## config.mk

```make
export PLATFORM = sky130hd
export DESIGN_NAME = bsearch_ctrl
export DESIGN_NICKNAME = d
export VERILOG_FILES = /design/src/rtl/bsearch_ctrl.sv
export SDC_FILE = /design/constraint.sdc
export NUM_CORES = 1
export LEC_CHECK = 0
export BUFFER_PORTS_ARGS = -buffer_cell sky130_fd_sc_hd__buf_2
export CAP_MARGIN = 20
export CORE_MARGIN = 1
export CORE_UTILIZATION = 62
export DETAILED_ROUTE_END_ITERATION = 6
export PLACE_DENSITY = 0.95
export SYNTH_ARGS = -nofsm -noshare
export SYNTH_HDL_FRONTEND = slang
export SYNTH_SLANG_ARGS = --single-unit
```

## constraint.sdc

```tcl
create_clock -name clk -period 4.9 [get_ports clk]
set_input_delay 0.735 -clock clk [delete_from_list [all_inputs] [get_ports clk]]
set_output_delay 0.735 -clock clk [all_outputs]
set_load 0.05 [all_outputs]
```

## src/rtl/bsearch_ctrl.sv

```systemverilog
// Binary-search controller driving a 4-bit magnitude comparator; converges in at most 5 guesses.
// Optional BSEARCH_SETTLE_EN inserts a settle cycle before each sample (2 cycles per guess instead of 1).
module bsearch_ctrl (
  input  logic       clk,
  input  logic       rst_n,
  input  logic       start,
  input  logic       lt,
  input  logic       gt,
  input  logic       eq,
  output logic [3:0] guess,
  output logic       busy,
  output logic       done,
  output logic       found,
  output logic       err,
  output logic [2:0] steps
);

`ifdef BSEARCH_SETTLE_EN
  typedef enum logic [1:0] {S_IDLE, S_SETTLE, S_EVAL, S_DONE} state_t;
  localparam state_t S_ISSUE = S_SETTLE;
`else
  typedef enum logic [1:0] {S_IDLE, S_EVAL, S_DONE} state_t;
  localparam state_t S_ISSUE = S_EVAL;
`endif

  state_t     state_q, state_d;
  logic [3:0] lo_q, lo_d, hi_q, hi_d, guess_q, guess_d;
  logic       busy_q, busy_d, done_q, done_d, found_q, found_d, err_q, err_d;
  logic [2:0] steps_q, steps_d;

  logic [3:0] up_lo, dn_hi, mid_up, mid_dn;

  // Floor midpoint taken from a 5-bit sum so lo+hi never wraps.
  function automatic logic [3:0] midpoint(input logic [3:0] a, input logic [3:0] b);
    logic [4:0] s;
    s = {1'b0, a} + {1'b0, b};
    return s[4:1];
  endfunction

  assign up_lo  = guess_q + 4'd1;
  assign dn_hi  = guess_q - 4'd1;
  assign mid_up = midpoint(up_lo, hi_q);
  assign mid_dn = midpoint(lo_q, dn_hi);

  always_comb begin
    state_d = state_q;
    lo_d    = lo_q;
    hi_d    = hi_q;
    guess_d = guess_q;
    busy_d  = busy_q;
    done_d  = done_q;
    found_d = found_q;
    err_d   = err_q;
    steps_d = steps_q;
    case (state_q)
      S_IDLE, S_DONE: begin
        if (start) begin
          lo_d    = 4'd0;
          hi_d    = 4'd15;
          guess_d = 4'd7;
          steps_d = 3'd1;
          busy_d  = 1'b1;
          done_d  = 1'b0;
          found_d = 1'b0;
          err_d   = 1'b0;
          state_d = S_ISSUE;
        end
      end
`ifdef BSEARCH_SETTLE_EN
      S_SETTLE: state_d = S_EVAL;
`endif
      S_EVAL: begin
        // Any exit to DONE leaves guess and steps untouched.
        state_d = S_DONE;
        busy_d  = 1'b0;
        done_d  = 1'b1;
        case ({lt, gt, eq})
          3'b001: found_d = 1'b1;
          3'b100: begin
            if (guess_q == 4'd15 || up_lo > hi_q) begin
              err_d = 1'b1;
            end else begin
              lo_d    = up_lo;
              guess_d = mid_up;
              steps_d = steps_q + 3'd1;
              busy_d  = 1'b1;
              done_d  = 1'b0;
              state_d = S_ISSUE;
            end
          end
          3'b010: begin
            if (guess_q == 4'd0 || lo_q > dn_hi) begin
              err_d = 1'b1;
            end else begin
              hi_d    = dn_hi;
              guess_d = mid_dn;
              steps_d = steps_q + 3'd1;
              busy_d  = 1'b1;
              done_d  = 1'b0;
              state_d = S_ISSUE;
            end
          end
          default: err_d = 1'b1;
        endcase
      end
      default: state_d = S_IDLE;
    endcase
  end

  always_ff @(posedge clk or negedge rst_n) begin
    if (!rst_n) begin
      state_q <= S_IDLE;
      lo_q    <= 4'd0;
      hi_q    <= 4'd15;
      guess_q <= 4'd0;
      busy_q  <= 1'b0;
      done_q  <= 1'b0;
      found_q <= 1'b0;
      err_q   <= 1'b0;
      steps_q <= 3'd0;
    end else begin
      state_q <= state_d;
      lo_q    <= lo_d;
      hi_q    <= hi_d;
      guess_q <= guess_d;
      busy_q  <= busy_d;
      done_q  <= done_d;
      found_q <= found_d;
      err_q   <= err_d;
      steps_q <= steps_d;
    end
  end

  assign guess = guess_q;
  assign busy  = busy_q;
  assign done  = done_q;
  assign found = found_q;
  assign err   = err_q;
  assign steps = steps_q;

endmodule

```

# Yosys cells after proc, flatten, opt, wreduce, memory -nomap -nowiden
# Index checks and enable logic that the tools add are counted.
[word_totals]
reg_bits = 21
latchBits = 0
mem_bits_rw = 0
rom_bits = 0
in_bits = 6
elab_cells = 85
memories = 0
[classes]
add_sub_neg = 5
n_mul = 0
n_div = 0
n_lt_le_gt_ge = 2
eq_ne = 18
shift = 0
muxes = 39
bitwise_logic = 0
reduce_logical = 12
[op_table]
columns = ["cell", "n"]
rows = [
  ["two-way mux 4 bit", 9],
  ["one-hot mux 4 bit (2 select lines)", 4],
  ["inequality test 3 bit, second input constant", 4],
  ["one-hot mux 1 bit (2 select lines)", 6],
  ["one-hot mux 3 bit (2 select lines)", 2],
  ["adder 4 x 4 -> 5 bit", 2],
  ["inequality test 2 bit, second input constant", 5],
  ["AND reduction 5 bit", 2],
  ["two-way mux 1 bit", 9],
  ["two-way mux 3 bit", 3],
  ["greater-than comparator 4 bit", 2],
  ["one-hot mux 2 bit (2 select lines)", 2],
  ["AND reduction 4 bit", 2],
  ["two-way mux 2 bit", 3],
  ["adder 4 x 1 -> 4 bit, second input constant", 1],
  ["== test 4 bit, second input constant", 1],
  ["zero test 4 bit", 1],
  ["inequality test 2 x 1 -> 1 bit, second input constant", 2],
  ["subtractor 4 x 1 -> 4 bit, second input constant", 1],
  ["adder 3 x 1 -> 3 bit, second input constant", 1],
  ["== test 3 x 1 -> 1 bit, second input constant", 1],
  ["== test 3 x 2 -> 1 bit, second input constant", 1],
  ["== test 3 bit, second input constant", 1],
  ["inequality test 3 x 2 -> 1 bit, second input constant", 1],
  ["other kinds (9)", 10],
]

# Logic depth before layout (Yosys ltp)
[depth]
ltp_word = 6
ltp_mapped = 12
ltp_nobuf = 11

# Worst setup path after synthesis
# OpenSTA, ideal clock, no wires.
[synth_path]
path_kind = "register to register"
from = "reg guess_q[0], in the netlist guess[0]"
to = "reg steps_q[0], in the netlist steps[0]"
setup_time_ps = 125
t_arrival_ps = 2977
required_ps = 4775
setup_slack_ps = 1798
stages_incl_launch_ff = 11
n_path_buf = 0
period_less_slack_ps = 3102
cell_sequence = "dfrtp_1 inv_1 ha_1 inv_1 ha_1 or2_2 a221oi_1 o31ai_2 o21ai_2 nand2_1 mux2_4"
[synth_via]
elab_chain_cells = 5
elab_cells_between_ends = 11
[synth_lines]
columns = ["item", "line", "text"]
rows = [
  ["start: declaration", "27", "logic [3:0] lo_q, lo_d, hi_q, hi_d, guess_q, guess_d;"],
  ["start signal: assignment", "125", "guess_q <= guess_d;"],
  ["subtractor 4 x 1 -> 4 bit or adder 4 x 1 -> 4 bit (tied branches)", "41, 40", ""],
  ["greater-than comparator 4 bit (on tied branches)", "92, 80", ""],
  ["logical OR 1 bit (on tied branches)", "92, 80", ""],
  ["inequality test 3 bit (no source line)", "--", ""],
  ["AND reduction 5 bit (no source line) *", "--", ""],
  ["end signal: assignment", "130", "steps_q <= steps_d;"],
  ["end: declaration", "29", "logic [2:0] steps_q, steps_d;"],
]
# Mark *: on every way between the ends. The rest lies on a longest branch, timed or not.
# A chain may end at the register's enable or synchronous reset.

# Worst setup path in the final report
# Ends and elaborated chain as after synthesis.

==> metrics.txt <==
Post-Syn Area per Cell=9.60 um^2; largest cells by area after synthesis=dfrtp_1 (28%), ha_1 (16%), dfstp_2 (7.0%); TritonRoute pass-1 iters=4; Placed Cells incl. Taps=197; sequential fraction of the synthesis area=0.352; Area growth, synth to finish=7.88%; Max Clock Freq=0.300 GHz; largest net degree at the start of global routing=22; number of flops mapped to enable cells by yosys=0; Root Driver=clkbuf_4; Final period util=0.680; Port Buffer Count=16; initial antenna violation count=0; drt wl/cell=17.1 um; FP Rows=17; Final #Nets=roughly 200; startpoint class of the critical path=flip-flop; Clock Latency Late Sink=~0.32 ns; Tightest Pin Transition=around 0.55 ns; mapped cell area=between 0.0015 and 0.002 mm^2; Via Count=about 1300; library cells used by synthesis=40; Synth async-reset ratio=1.00; CP endpoint kind=flip-flop; Final min period=around 3.3 ns; Ant. Diodes=0; Max-cap violations=0; #FFs+latches synth=21; syn_nets=184; Arrival @ worst endpoint=3.55 ns; fin. max-slew vios=0; final setup violation count=0; Slowest cell on crit path=dfrtp_1; # Post-CTS Setup Buffers=0; Post-CTS Resized=0; CTS tree=yes; worst-path cell chain=inv_1 -> ha_1 -> inv_1 -> ha_1 -> or2_2 -> a221oi_1 -> o31ai_2 -> o21ai_2 -> nand2_1 -> mux2_4; most frequent cell after synthesis=ha_1; starting DRC count in detailed routing=between 40 and 50; fin area=between 0.0015 and 0.002 mm^2; Leak=roughly 0.79 nW; Hold Crit Class=primary input to async pin; post-synth top area share=0.282; total CTS buffers=3; Die W=approximately 50 um; DRC=0; Initial Util=0.669; hpwl dp=2.61 mm; final wirelength=roughly 3.4 mm; Place WS=~1.6 ns; synth warn=0; non-filler instance count after layout=about 200; RSZ-0062 raised after global routing=false; post-route ant nets=0; first-pass GRT wire length=5.78 mm; Buf/Inv on CP=2; Worst EP required=5.11 ns; Placeable Area=between 0.002 and 0.0025 mm^2; TritonCTS Sinks=21; setup TNS=0 ns; H-Tree Depth=1; Crit Path Class=flip-flop to flip-flop; clk slew on worst S/H paths=approximately 0.13 ns; Peak VDD IR=between 0.4 and 0.5 mV; vias in the first global route=around 1200; global route overflow=0; Setup WS post-layout=about 1.6 ns; Synth top cells by count=ha_1 (19), dfrtp_1 (17), o21ai_0 (15); vias per inst=approximately 6.3; Clock Path Buffers=2; Tot GR Track Use=0.311; CP top delay family=compound AO/OA/AOI/OAI gates; Final GP Congestion=slightly below 1; Final Hold Viols=0; Die Y-Extent=approximately 50 um; Power Density=about 560 mW/mm^2; Post-DP Area=~0.0016 mm^2; Post-synth top flop=dfrtp_1; Core Util, Final=0.721; Final Skew=around 0.0071 ns; slew margin rel.=0.632; layout cells sized above 1=0.197; DIE AREA=around 0.0026 mm^2; # IOs=17; CP Max Fanout=13; Gate Count Post-Synth=157; Hold Buf Count CTS=0; run status=completed; critical path's largest stage delay=0.48 ns; Synth area leader=dfrtp_1
## cell usage in the layout, fill, tap and decap left out, types with 3 or more instances in the layout
| cell type | Yosys | routed |
|---|---|---|
| nand2_1 | 13 | 13 |
| buf_2 | 1 | 16 |
| xnor2_1 | 3 | 3 |
| clkbuf_4 | 0 | 3 |
| a21oi_1 | 5 | 5 |
| dfrtp_1 | 17 | 17 |
| o21ai_0 | 15 | 15 |
| o31ai_1 | 3 | 3 |
| nand3_1 | 5 | 5 |
| nand2b_1 | 7 | 7 |
| a211oi_1 | 3 | 3 |
| dfstp_2 | 4 | 4 |
| a31oi_1 | 4 | 4 |
| xor2_1 | 5 | 5 |
| inv_1 | 13 | 13 |
| nor2_1 | 9 | 9 |
| ha_1 | 19 | 19 |
## layer usage
layer	GRT usage	wire (um)	vias to the layer above
li1	-	-	582
met1	0.407	1510	618
met2	0.491	1600	51
met3	0.0804	229	11
met4	0.122	92	0
met5	0	0	-
## worst register-to-register path, cell delays in order (launching register included)
cell      delay (ns)
dfrtp_1         0.48
inv_1           0.17
ha_1            0.47
inv_1           0.12
ha_1            0.32
or2_2           0.30
a221oi_1        0.30
o31ai_2         0.13
o21ai_2         0.49
nand2_1         0.14
mux2_4          0.30
## worst paths after layout
path	from	to	slack, ns	depth (start not counted)
setup / recovery	guess[0]	steps[0]	1.57	10
hold / removal	rst_n	lo_q[1]	0.35	1
setup reg to reg	guess[0]	steps[0]	1.57	10
hold reg to reg	err	err	0.49	2
max in group asynchronous	rst_n	hi_q[0]	4.21	1
min in group clk	err	err	0.49	2
## per-stage QoR
| step | hold WS, ns | total power, mW |
|---|---|---|
| 2_1_floorplan | 0.439 | 0.675 |
| 4_1_cts | 0.361 | 0.901 |
| 3_3_place_gp | 0.460 | 0.775 |
| 5_1_grt | 0.370 | 0.971 |
| 3_5_place_dp | 0.461 | 0.813 |
| 6_report | 0.346 | 0.909 |
## power breakdown
part | switching (mW) | internal [mW] | total (mW)
Combinational | 0.360 | 0.188 | 0.548
Sequential | 0.0537 | 0.217 | 0.271
Clock | 0.0593 | 0.0306 | 0.0899
Total | 0.473 | 0.436 | 0.909
## cell type report
type,instances,area (um^2)
Multi-Input combinational cell,119,905
Clock inverter,1,5.00
Fill cell,176,628
Inverter,13,48.8
Tap cell,28,35.0
Timing Repair Buffer,16,80.1
Sequential cell,21,531
Clock buffer,3,22.5
## state kept, by name, indices dropped and copies added, names as in the netlist
register	flops
busy	1
done	1
err	1
found	1
guess	4
hi_q	4
lo_q	4
state_q	2
steps	3
## logic make-up after synthesis
| logic type | share of synthesized area |
|---|---|
| AOI/OAI and AO/OA | 0.188 |
| xor gates and xnor gates | 0.0465 |
| adders and majority gates | 0.184 |
| buffers and inverters | 0.0481 |
| DFF | 0.352 |
| muxes | 0.0232 |
| and+or+nand+nor | 0.158 |
Power figures use the tool's default switching activity.
